`src/rtl/arbitro_acceso_if.sv`:
```
// Signal bundle between the access arbiter, keypads A/B and the shared PIN checker.
interface arbitro_acceso_if;
    // keypad side
    logic       sol_a;
    logic       sol_b;
    logic       stb_a;
    logic       stb_b;
    logic [3:0] dig_a;
    logic [3:0] dig_b;
    // PIN checker side
    logic       me_aceptado;
    logic       me_denegado;
    logic       me_solicitud;
    logic       me_stb;
    logic [3:0] me_digito;
    logic       me_aborto;
    // per-requester status
    logic       gnt_a;
    logic       gnt_b;
    logic       aceptado_a;
    logic       aceptado_b;
    logic       denegado_a;
    logic       denegado_b;
    logic       bloqueo_a;
    logic       bloqueo_b;

    // Arbiter view
    modport slave (
        input  sol_a, sol_b, stb_a, stb_b, dig_a, dig_b, me_aceptado, me_denegado,
        output me_solicitud, me_stb, me_digito, me_aborto,
        output gnt_a, gnt_b, aceptado_a, aceptado_b, denegado_a, denegado_b,
        output bloqueo_a, bloqueo_b
    );

    // Environment view (keypads + PIN checker)
    modport master (
        output sol_a, sol_b, stb_a, stb_b, dig_a, dig_b, me_aceptado, me_denegado,
        input  me_solicitud, me_stb, me_digito, me_aborto,
        input  gnt_a, gnt_b, aceptado_a, aceptado_b, denegado_a, denegado_b,
        input  bloqueo_a, bloqueo_b
    );
endinterface

```
`src/rtl/arbitro_acceso.sv`:
```
// Two-keypad access arbiter in front of a single PIN checker: round-robin grant,
// digit forwarding, session timeout, per-keypad failure counting and lockout.
module arbitro_acceso #(
    parameter int TIMEOUT    = 64,
    parameter int MAX_FALLOS = 3,
    parameter int T_BLOQUEO  = 200
) (
    input  logic             clk,
    input  logic             rst_n,
    arbitro_acceso_if.slave  bus
);

    localparam logic [1:0] IDLE   = 2'd0;
    localparam logic [1:0] GRANT  = 2'd1;
    localparam logic [1:0] FWD    = 2'd2;
    localparam logic [1:0] RESULT = 2'd3;

    localparam int SES_W = $clog2(TIMEOUT + 1);
    localparam int FAL_W = $clog2(MAX_FALLOS + 1);
    localparam int BLQ_W = $clog2(T_BLOQUEO + 1);

    logic [1:0]       st;
    logic [1:0]       st_nxt;
    logic             owner_b;    // 1: B owns the current session
    logic             prio_b;     // 1: B wins a tie (A was served last)
    logic             res_ok;     // latched verdict for the RESULT cycle
    logic             res_abort;  // verdict came from the session timeout
    logic [SES_W-1:0] sess_cnt;
    logic [FAL_W-1:0] fail_a;
    logic [FAL_W-1:0] fail_b;
    logic [BLQ_W-1:0] lock_a;
    logic [BLQ_W-1:0] lock_b;
    logic             stb_q;
    logic [3:0]       dig_q;

    logic eleg_a;
    logic eleg_b;
    logic pick_b;
    logic me_res;
    logic timeout_hit;

    assign eleg_a      = bus.sol_a & (lock_a == '0);
    assign eleg_b      = bus.sol_b & (lock_b == '0);
    assign pick_b      = eleg_b & (~eleg_a | prio_b);
    assign me_res      = bus.me_aceptado | bus.me_denegado;
    assign timeout_hit = (sess_cnt == SES_W'(TIMEOUT - 1));

    // Next-state selection for the session FSM.
    always_comb begin
        // NOTE: default assignment first so no path leaves st_nxt unassigned (no latch).
        st_nxt = st;
        case (st)
            IDLE:    if (eleg_a | eleg_b) st_nxt = GRANT;
            GRANT:   st_nxt = FWD;
            FWD:     if (me_res | timeout_hit) st_nxt = RESULT;
            default: st_nxt = IDLE;
        endcase
    end

    // Session control: state, owner, tie pointer, session timer and verdict.
    always_ff @(posedge clk or negedge rst_n) begin
        if (!rst_n) begin
            st        <= IDLE;
            owner_b   <= 1'b0;
            prio_b    <= 1'b0;
            sess_cnt  <= '0;
            res_ok    <= 1'b0;
            res_abort <= 1'b0;
        end else begin
            // NOTE: non-blocking assignments so every register samples pre-edge values.
            st <= st_nxt;
            case (st)
                IDLE: begin
                    if (eleg_a | eleg_b) owner_b <= pick_b;
                end
                GRANT: begin
                    sess_cnt <= '0;
                end
                FWD: begin
                    if (me_res) begin
                        // Both results together count as a denial.
                        res_ok    <= bus.me_aceptado & ~bus.me_denegado;
                        res_abort <= 1'b0;
                    end else if (timeout_hit) begin
                        res_ok    <= 1'b0;
                        res_abort <= 1'b1;
                    end else begin
                        sess_cnt <= sess_cnt + SES_W'(1);
                    end
                end
                default: begin
                    prio_b    <= ~owner_b;
                    res_abort <= 1'b0;
                end
            endcase
        end
    end

    // Failure tally and lockout countdown per keypad; countdowns run in every state.
    always_ff @(posedge clk or negedge rst_n) begin
        if (!rst_n) begin
            fail_a <= '0;
            fail_b <= '0;
            lock_a <= '0;
            lock_b <= '0;
        end else begin
            if (lock_a != '0) lock_a <= lock_a - BLQ_W'(1);
            if (lock_b != '0) lock_b <= lock_b - BLQ_W'(1);
            if (st == RESULT) begin
                if (!owner_b) begin
                    if (res_ok) begin
                        fail_a <= '0;
                    end else if (fail_a + FAL_W'(1) == FAL_W'(MAX_FALLOS)) begin
                        fail_a <= '0;
                        lock_a <= BLQ_W'(T_BLOQUEO);
                    end else begin
                        fail_a <= fail_a + FAL_W'(1);
                    end
                end else begin
                    if (res_ok) begin
                        fail_b <= '0;
                    end else if (fail_b + FAL_W'(1) == FAL_W'(MAX_FALLOS)) begin
                        fail_b <= '0;
                        lock_b <= BLQ_W'(T_BLOQUEO);
                    end else begin
                        fail_b <= fail_b + FAL_W'(1);
                    end
                end
            end
        end
    end

    // One-cycle delay of the owner's keypad strobe/digit toward the PIN checker.
    always_ff @(posedge clk) begin
        // NOTE: no reset on this data stage; its outputs are gated by the FWD state.
        stb_q <= owner_b ? bus.stb_b : bus.stb_a;
        dig_q <= owner_b ? bus.dig_b : bus.dig_a;
    end

    assign bus.gnt_a        = (st != IDLE) & ~owner_b;
    assign bus.gnt_b        = (st != IDLE) &  owner_b;
    assign bus.me_solicitud = (st == GRANT);
    assign bus.me_stb       = (st == FWD) & stb_q;
    assign bus.me_digito    = (st == FWD) ? dig_q : 4'd0;
    assign bus.me_aborto    = (st == RESULT) & res_abort;
    assign bus.aceptado_a   = (st == RESULT) & ~owner_b &  res_ok;
    assign bus.aceptado_b   = (st == RESULT) &  owner_b &  res_ok;
    assign bus.denegado_a   = (st == RESULT) & ~owner_b & ~res_ok;
    assign bus.denegado_b   = (st == RESULT) &  owner_b & ~res_ok;
    assign bus.bloqueo_a    = (lock_a != '0);
    assign bus.bloqueo_b    = (lock_b != '0);

endmodule

```
`src/flat_wrapper.sv`:
```
// flat-port wrapper written by rule: the top's interface ports become plain ports
module arbitro_acceso_flat 
#(
    parameter int TIMEOUT    = 64,
    parameter int MAX_FALLOS = 3,
    parameter int T_BLOQUEO  = 200
)
  (clk, rst_n, bus_sol_a, bus_sol_b, bus_stb_a, bus_stb_b, bus_dig_a, bus_dig_b, bus_me_aceptado, bus_me_denegado, bus_me_solicitud, bus_me_stb, bus_me_digito, bus_me_aborto, bus_gnt_a, bus_gnt_b, bus_aceptado_a, bus_aceptado_b, bus_denegado_a, bus_denegado_b, bus_bloqueo_a, bus_bloqueo_b);
  arbitro_acceso_if bus_i ();
  input  logic clk;
  input  logic rst_n;
  input wire logic [$bits(bus_i.sol_a)-1:0] bus_sol_a;
  input wire logic [$bits(bus_i.sol_b)-1:0] bus_sol_b;
  input wire logic [$bits(bus_i.stb_a)-1:0] bus_stb_a;
  input wire logic [$bits(bus_i.stb_b)-1:0] bus_stb_b;
  input wire logic [$bits(bus_i.dig_a)-1:0] bus_dig_a;
  input wire logic [$bits(bus_i.dig_b)-1:0] bus_dig_b;
  input wire logic [$bits(bus_i.me_aceptado)-1:0] bus_me_aceptado;
  input wire logic [$bits(bus_i.me_denegado)-1:0] bus_me_denegado;
  output wire logic [$bits(bus_i.me_solicitud)-1:0] bus_me_solicitud;
  output wire logic [$bits(bus_i.me_stb)-1:0] bus_me_stb;
  output wire logic [$bits(bus_i.me_digito)-1:0] bus_me_digito;
  output wire logic [$bits(bus_i.me_aborto)-1:0] bus_me_aborto;
  output wire logic [$bits(bus_i.gnt_a)-1:0] bus_gnt_a;
  output wire logic [$bits(bus_i.gnt_b)-1:0] bus_gnt_b;
  output wire logic [$bits(bus_i.aceptado_a)-1:0] bus_aceptado_a;
  output wire logic [$bits(bus_i.aceptado_b)-1:0] bus_aceptado_b;
  output wire logic [$bits(bus_i.denegado_a)-1:0] bus_denegado_a;
  output wire logic [$bits(bus_i.denegado_b)-1:0] bus_denegado_b;
  output wire logic [$bits(bus_i.bloqueo_a)-1:0] bus_bloqueo_a;
  output wire logic [$bits(bus_i.bloqueo_b)-1:0] bus_bloqueo_b;
  assign bus_i.sol_a = bus_sol_a;
  assign bus_i.sol_b = bus_sol_b;
  assign bus_i.stb_a = bus_stb_a;
  assign bus_i.stb_b = bus_stb_b;
  assign bus_i.dig_a = bus_dig_a;
  assign bus_i.dig_b = bus_dig_b;
  assign bus_i.me_aceptado = bus_me_aceptado;
  assign bus_i.me_denegado = bus_me_denegado;
  assign bus_me_solicitud = bus_i.me_solicitud;
  assign bus_me_stb = bus_i.me_stb;
  assign bus_me_digito = bus_i.me_digito;
  assign bus_me_aborto = bus_i.me_aborto;
  assign bus_gnt_a = bus_i.gnt_a;
  assign bus_gnt_b = bus_i.gnt_b;
  assign bus_aceptado_a = bus_i.aceptado_a;
  assign bus_aceptado_b = bus_i.aceptado_b;
  assign bus_denegado_a = bus_i.denegado_a;
  assign bus_denegado_b = bus_i.denegado_b;
  assign bus_bloqueo_a = bus_i.bloqueo_a;
  assign bus_bloqueo_b = bus_i.bloqueo_b;
  arbitro_acceso #(.TIMEOUT(TIMEOUT), .MAX_FALLOS(MAX_FALLOS), .T_BLOQUEO(T_BLOQUEO)) u_core (.clk(clk), .rst_n(rst_n), .bus(bus_i));
endmodule
```
`config.mk`:
```
export PLATFORM = sky130hd
export DESIGN_NAME = arbitro_acceso_flat
export DESIGN_NICKNAME = d
export VERILOG_FILES = /design/src/rtl/arbitro_acceso_if.sv /design/src/rtl/arbitro_acceso.sv /design/src/flat_wrapper.sv
export SDC_FILE = /design/constraint.sdc
export NUM_CORES = 1
export LEC_CHECK = 0
export CAP_MARGIN = 0
export CORE_MARGIN = 3
export CORE_UTILIZATION = 45
export DETAILED_ROUTE_END_ITERATION = 12
export HOLD_SLACK_MARGIN = 0.1
export PLACE_DENSITY_LB_ADDON = 0.05
export SLEW_MARGIN = 25
export SYNTH_ARGS = -nofsm -noshare
export SYNTH_HDL_FRONTEND = slang
export SYNTH_SLANG_ARGS = --single-unit
```
`constraint.sdc`:
```
create_clock -name clk -period 3.1 [get_ports clk]
set_input_delay 0.62 -clock clk [delete_from_list [all_inputs] [get_ports clk]]
set_output_delay 0.62 -clock clk [all_outputs]
set_load 0.1 [all_outputs]
```
==> results of run 1 <==
-- state kept, by name, summed over array words and instances (netlist names), 2 cells and up --
register / cells
u_core.lock_a: 8
u_core.lock_b: 8
u_core.sess_cnt: 7
u_core.dig_q: 4
u_core.fail_a: 2
u_core.fail_b: 2
u_core.st: 2
-- layer usage --
layer  up-vias  routed length, um  global-route usage
li1        794                  -                   -
met1       752               1850               0.207
met2        39               2020               0.290
met3         4                202              0.0386
met4         0                 53              0.0738
met5         -                  0                   0
-- final timing paths --
check                                                from                             end  slack (ps)  cells past startpoint
setup / recovery               u_core.lock_b[0]$_DFF_PN0_                   bus_bloqueo_b         500                      6
hold / removal             u_core.sess_cnt[6]$_DFFE_PN0P_  u_core.sess_cnt[6]$_DFFE_PN0P_         530                      2
setup reg to reg                 u_core.st[0]$_DFFE_PN0P_    u_core.res_abort$_DFFE_PN0P_        1270                      5
hold reg to reg            u_core.sess_cnt[6]$_DFFE_PN0P_  u_core.sess_cnt[6]$_DFFE_PN0P_         530                      2
max in group asynchronous                           rst_n      u_core.lock_b[7]$_DFF_PN0_        2060                      2
min in group asynchronous                           rst_n      u_core.lock_b[6]$_DFF_PN0_         730                      2
-- cell families (layout without fill, tap and decap cells) --
family	Yosys count	in the layout	synth area share
flops	38	38	0.463
mux	11	11	0.0594
buf+inv	20	55	0.0400
compound gates	34	34	0.119
fa+ha+maj	8	8	0.0500
simple gates	86	86	0.234
xor+xnor	8	8	0.0350
-- metrics by stage --
stage | hold slack [ps] | instances | instance area (um2) | setup slack, ps | total power, mW
global placement | 500 | 282 | 2320 | 905 | 2.23
finish | 525 | 290 | 2410 | 497 | 2.62
floorplan | 324 | 205 | 2000 | 396 | 1.98
CTS | 526 | 290 | 2410 | 508 | 2.65
global route | 558 | 290 | 2410 | 389 | 2.81
detailed placement | 514 | 282 | 2320 | 839 | 2.28
-- synth_stat cells, types with 2 or more instances --
cell type | instances | area [um2]
nand2_1 | 11 | 41.3
clkbuf_1 | 2 | 7.51
o311ai_0 | 3 | 26.3
ha_1 | 8 | 100
o21ai_1 | 2 | 10.0
dfxtp_1 | 5 | 100
o2bb2ai_1 | 2 | 17.5
xnor2_1 | 8 | 70.1
nor2_1 | 25 | 93.8
nand3_1 | 11 | 55.1
and2_1 | 7 | 43.8
a22o_1 | 2 | 17.5
o21ai_0 | 7 | 35.0
mux2_2 | 7 | 78.8
nor4b_2 | 2 | 30.0
a21oi_1 | 4 | 20.0
inv_1 | 14 | 52.6
a211oi_1 | 2 | 15.0
buf_2 | 2 | 10.0
a31oi_1 | 3 | 18.8
dfrtp_1 | 33 | 826
mux2i_1 | 4 | 40.0
nand4_1 | 4 | 25.0
nand3b_1 | 2 | 15.0
nor3_1 | 11 | 55.1
nand2b_1 | 2 | 12.5
a22oi_1 | 2 | 15.0
-- power breakdown --
| group | switching, mW | internal, mW | total [mW] | leakage (nW) |
|---|---|---|---|---|
| clock network | 0.175 | 0.180 | 0.355 | 0.0482 |
| registers | 0.248 | 0.713 | 0.961 | 0.457 |
| logic | 0.854 | 0.453 | 1.31 | 0.535 |
-- tightest hold or removal path: cells and delay by family, from the launching register on --
family / cells / cell delay [ps]
compound gates: 1 / 70
flops: 1 / 370
simple gates: 1 / 50
-- final cells by class --
class	instances	area, um2	area share
timing repair buffer	31	270	0.112
inverter	16	62.6	0.0260
sequential	38	926	0.385
tap	50	62.6	0.0260
clock buffer	7	86.3	0.0359
clock inverter	1	5.00	0.00208
multi-input combinational	147	995	0.413
==> flow_summary.json, run 1 <==
{
  "drt_iter0_markers": 80,
  "avgSynthCellArea_um2": 9.76,
  "vias_per_cell": 5.48,
  "p_per_area_nw_per_um2": 1090,
  "dieArea_um2": 5280,
  "grt_first_pass_wirelength_mm": 7.06,
  "p_leak_nw": 1.04,
  "cts.sinks": 38,
  "grt_pass1_vias": 1564,
  "ys.flop_type": "dfrtp_1",
  "ctsResizeCount": 0,
  "start_util": 0.483,
  "drv_cap": 0,
  "period_minus_slack_ps": 2600,
  "area_delta_synth_final_pct": 20.3,
  "remaining_drc_errors": 0,
  "mostFrequentLayoutCells": "33 x dfrtp_1, 25 x nor2_1, 16 x buf_4",
  "critPathMostFrequentCell": "inv_1",
  "cp-start-kind": "register",
  "finalHoldViolCount": 0,
  "worstPathArrival_ps": 1980,
  "antenna_found_initial": 0,
  "num_antenna_cells": 0,
  "crit_path_max_incr_delay_ps": 380,
  "finalSetupViolCount": 0,
  "synthCells": 205,
  "drive_above_1_share": 0.158,
  "worstSkewPairLatency_ps": 290,
  "grt.total_usage": 0.171,
  "clock_path_buffers": 2,
  "final.fill_count": 376,
  "crit_type": "reg -> out",
  "rsz0062_at_grt": "no",
  "clk_transition_reported_paths_ps": 70,
  "gr-total-overflow": 0,
  "routed_wl_mm": 4.12,
  "dpl.hpwl_mm": 3.09,
  "syn_nets": 229,
  "die_w_um": 72.7,
  "clock.fmax_ghz": 0.384,
  "drtPass1Iterations": 4,
  "layout.nets": 263,
  "grt_max_degree": 34,
  "status": "complete, no violations",
  "die_h_um": 72.7,
  "netlist_area_um2": 2000,
  "layout_commonest_cell": "dfrtp_1",
  "coreArea_um2": 4140,
  "critPathSlowestCell": "dfrtp_1",
  "htreeDepth": 2,
  "fin_crit_sh": 0.840,
  "yosysUniqueCellTypes": 47,
  "synth-edff-count": 0,
  "irDropWorstVdd_mv": 0.594,
  "hp-class": "reg -> reg",
  "cp_max_fo": 7,
  "final_antenna_net_count": 0,
  "ioPinCount": 31,
  "maxSlewViolCount": 0,
  "slew_headroom": 0.573,
  "vias": 1589,
  "gp_congestion": 0.902,
  "cts_root_buf": "clkbuf_8",
  "cts_buffers": 5,
  "wire_per_inst_um": 14.2,
  "yosysWarnings": 0,
  "synth_seq_cells": 38,
  "async_flop_share": 0.868,
  "tightest_slew_ps": 638,
  "fin_setup_tns_ps": 0,
  "crit_buf_inv": 3,
  "num_rows": 23,
  "cts_tree": "built",
  "fin_skew_ps": 5.02,
  "cp_top_family": "simple AND/OR/NAND/NOR gates",
  "holdBufCountCts": 0,
  "seq_area_frac_synth": 0.463,
  "cp-end-kind": "output pin",
  "portBuffers": 30,
  "cts_setup_buffers": 0,
  "fin_util": 0.581,
  "path_cells": "inv_1 > ha_1 > nor4b_2 > and2_1 > inv_1 > buf_4",
  "cp.required_ps": 2480
}
Note: power is estimated with default switching activity, not from simulation.
==> inputs of run 2 (changes only) <==
- clock period: 3.1 -> 2.3 ns (I/O delays scaled with it)
==> flow_summary.json, run 2 (synthesized netlist as in run 1, its figures left out) <==
{
  "status": "complete, no violations",
  "cts.sinks": 38,
  "drtPass1Iterations": 4,
  "vias": 1619,
  "htreeDepth": 2,
  "cp_max_fo": 3,
  "seqCellArea_um2": 926,
  "dp.cells": 283,
  "cts_root_buf": "clkbuf_8",
  "clock.fmax_ghz": 0.456,
  "p_per_area_nw_per_um2": 1440,
  "grt.total_usage": 0.180,
  "maxSlewViolCount": 0,
  "instances_no_fill": 292,
  "power.total_mw": 3.80,
  "crit_path_max_incr_delay_ps": 380,
  "grt_max_degree": 34,
  "final.fill_count": 341,
  "cp-start-kind": "register",
  "cts_tree": "built",
  "hp-class": "reg -> reg",
  "clk_transition_reported_paths_ps": 70,
  "layout_commonest_cell": "dfrtp_1",
  "die_h_um": 72.7,
  "multi_input_area_um2": 1020,
  "remaining_drc_errors": 0,
  "coreArea_um2": 4140,
  "vias_per_cell": 5.54,
  "num_antenna_cells": 0,
  "gp_congestion": 0.921,
  "drv_cap": 0,
  "p_leak_nw": 1.11,
  "num_rows": 23,
  "irDropWorstVdd_mv": 0.911,
  "gr-total-overflow": 0,
  "wire_per_inst_um": 14.3,
  "cts_buffers": 5,
  "reg_top3": "u_core.lock_a x8, u_core.lock_b x8, u_core.sess_cnt x7",
  "holdBufCountCts": 0,
  "final_antenna_net_count": 0,
  "cp_top_family": "simple AND/OR/NAND/NOR gates",
  "crit_type": "reg -> out",
  "hold_ws_ps": 534,
  "fin_setup_tns_ps": 0,
  "area_delta_synth_final_pct": 31.9,
  "worstSkewPairLatency_ps": 290,
  "worstPathArrival_ps": 1730,
  "grt_first_pass_wirelength_mm": 7.37,
  "placed_area_um2": 2530,
  "fin_skew_ps": 6.71,
  "dpl.hpwl_mm": 3.15,
  "path_cells": "inv_1 > ha_2 > nor4b_4 > and2_1 > inv_1 > buf_12",
  "start_util": 0.483,
  "critPathMostFrequentCell": "inv_1",
  "drt_iter0_markers": 71,
  "period_minus_slack_ps": 2190,
  "layout.nets": 265,
  "mostFrequentLayoutCells": "33 x dfrtp_1, 20 x nor2_1, 15 x clkdlybuf4s50_1, 15 x buf_12, 14 x inv_1",
  "dieArea_um2": 5280,
  "finalSetupViolCount": 0,
  "antenna_found_initial": 0,
  "grt_pass1_vias": 1585,
  "fin_crit_sh": 0.953,
  "pre_cts_ws_ps": 292,
  "slew_headroom": 0.600,
  "drive_above_1_share": 0.198,
  "finalHoldViolCount": 0,
  "ioPinCount": 31,
  "design_area_um2": 2640,
  "tightest_slew_ps": 599,
  "routed_wl_mm": 4.17,
  "cp.required_ps": 1840,
  "fin_util": 0.637,
  "crit_buf_inv": 3,
  "clock_path_buffers": 2,
  "portBuffers": 30,
  "cp-end-kind": "output pin",
  "die_w_um": 72.7,
  "r2r_slack_ps": 540,
  "critPathSlowestCell": "dfrtp_1",
  "fin_ws_ps": 108
}
[run 2: worst register-to-register path, cell delays in order, from the launching register on]
cell     delay (ps)
dfrtp_1         380
inv_1           110
ha_1            220
nor4b_4         240
and2_4          230
inv_4            70
o21ai_2         120
mux2i_1         190
o22ai_1          90
[run 2: path summary, 6_finish.rpt]
| path | start | depth (start not counted) | end |
|---|---|---|---|
| worst max-delay path | u_core.lock_b[0]$_DFF_PN0_ | 6 | bus_bloqueo_b |
| worst min-delay path | u_core.prio_b$_DFFE_PN0N_ | 2 | u_core.prio_b$_DFFE_PN0N_ |
| worst max register to register | u_core.lock_a[0]$_DFF_PN0_ | 8 | u_core.st[0]$_DFFE_PN0P_ |
| worst min register to register | u_core.prio_b$_DFFE_PN0N_ | 2 | u_core.prio_b$_DFFE_PN0N_ |
| max in group asynchronous | rst_n | 2 | u_core.st[0]$_DFFE_PN0P_ |
| min in group asynchronous | rst_n | 2 | u_core.fail_b[1]$_DFFE_PN0P_ |
[run 2: cell type report]
cell class	instances	share of cell area
sequential	38	0.351
clock inverter	1	0.00190
clock buffer	7	0.0327
timing repair buffer	33	0.179
tap	50	0.0237
multi-input combinational	147	0.388
inverter	16	0.0237
[run 2: repair_timing]
item,CTS,global route
setup buffers,0,1
hold endpoints to repair,0,0
gates resized for setup,0,3
setup endpoints to repair,0,7
[run 2: power breakdown]
part / total [mW] / switching (mW) / internal [mW]
registers: 1.31 / 0.346 / 0.961
clock network: 0.470 / 0.228 / 0.242
logic: 2.02 / 1.19 / 0.828
[run 2: layer usage]
metal / track usage / part of all wire / vias up
met5: 0 / 0 / -
met4: 0.0553 / 0.016 / 0
met3: 0.0551 / 0.052 / 6
met2: 0.295 / 0.48 / 34
met1: 0.228 / 0.45 / 785
li1: - / - / 794
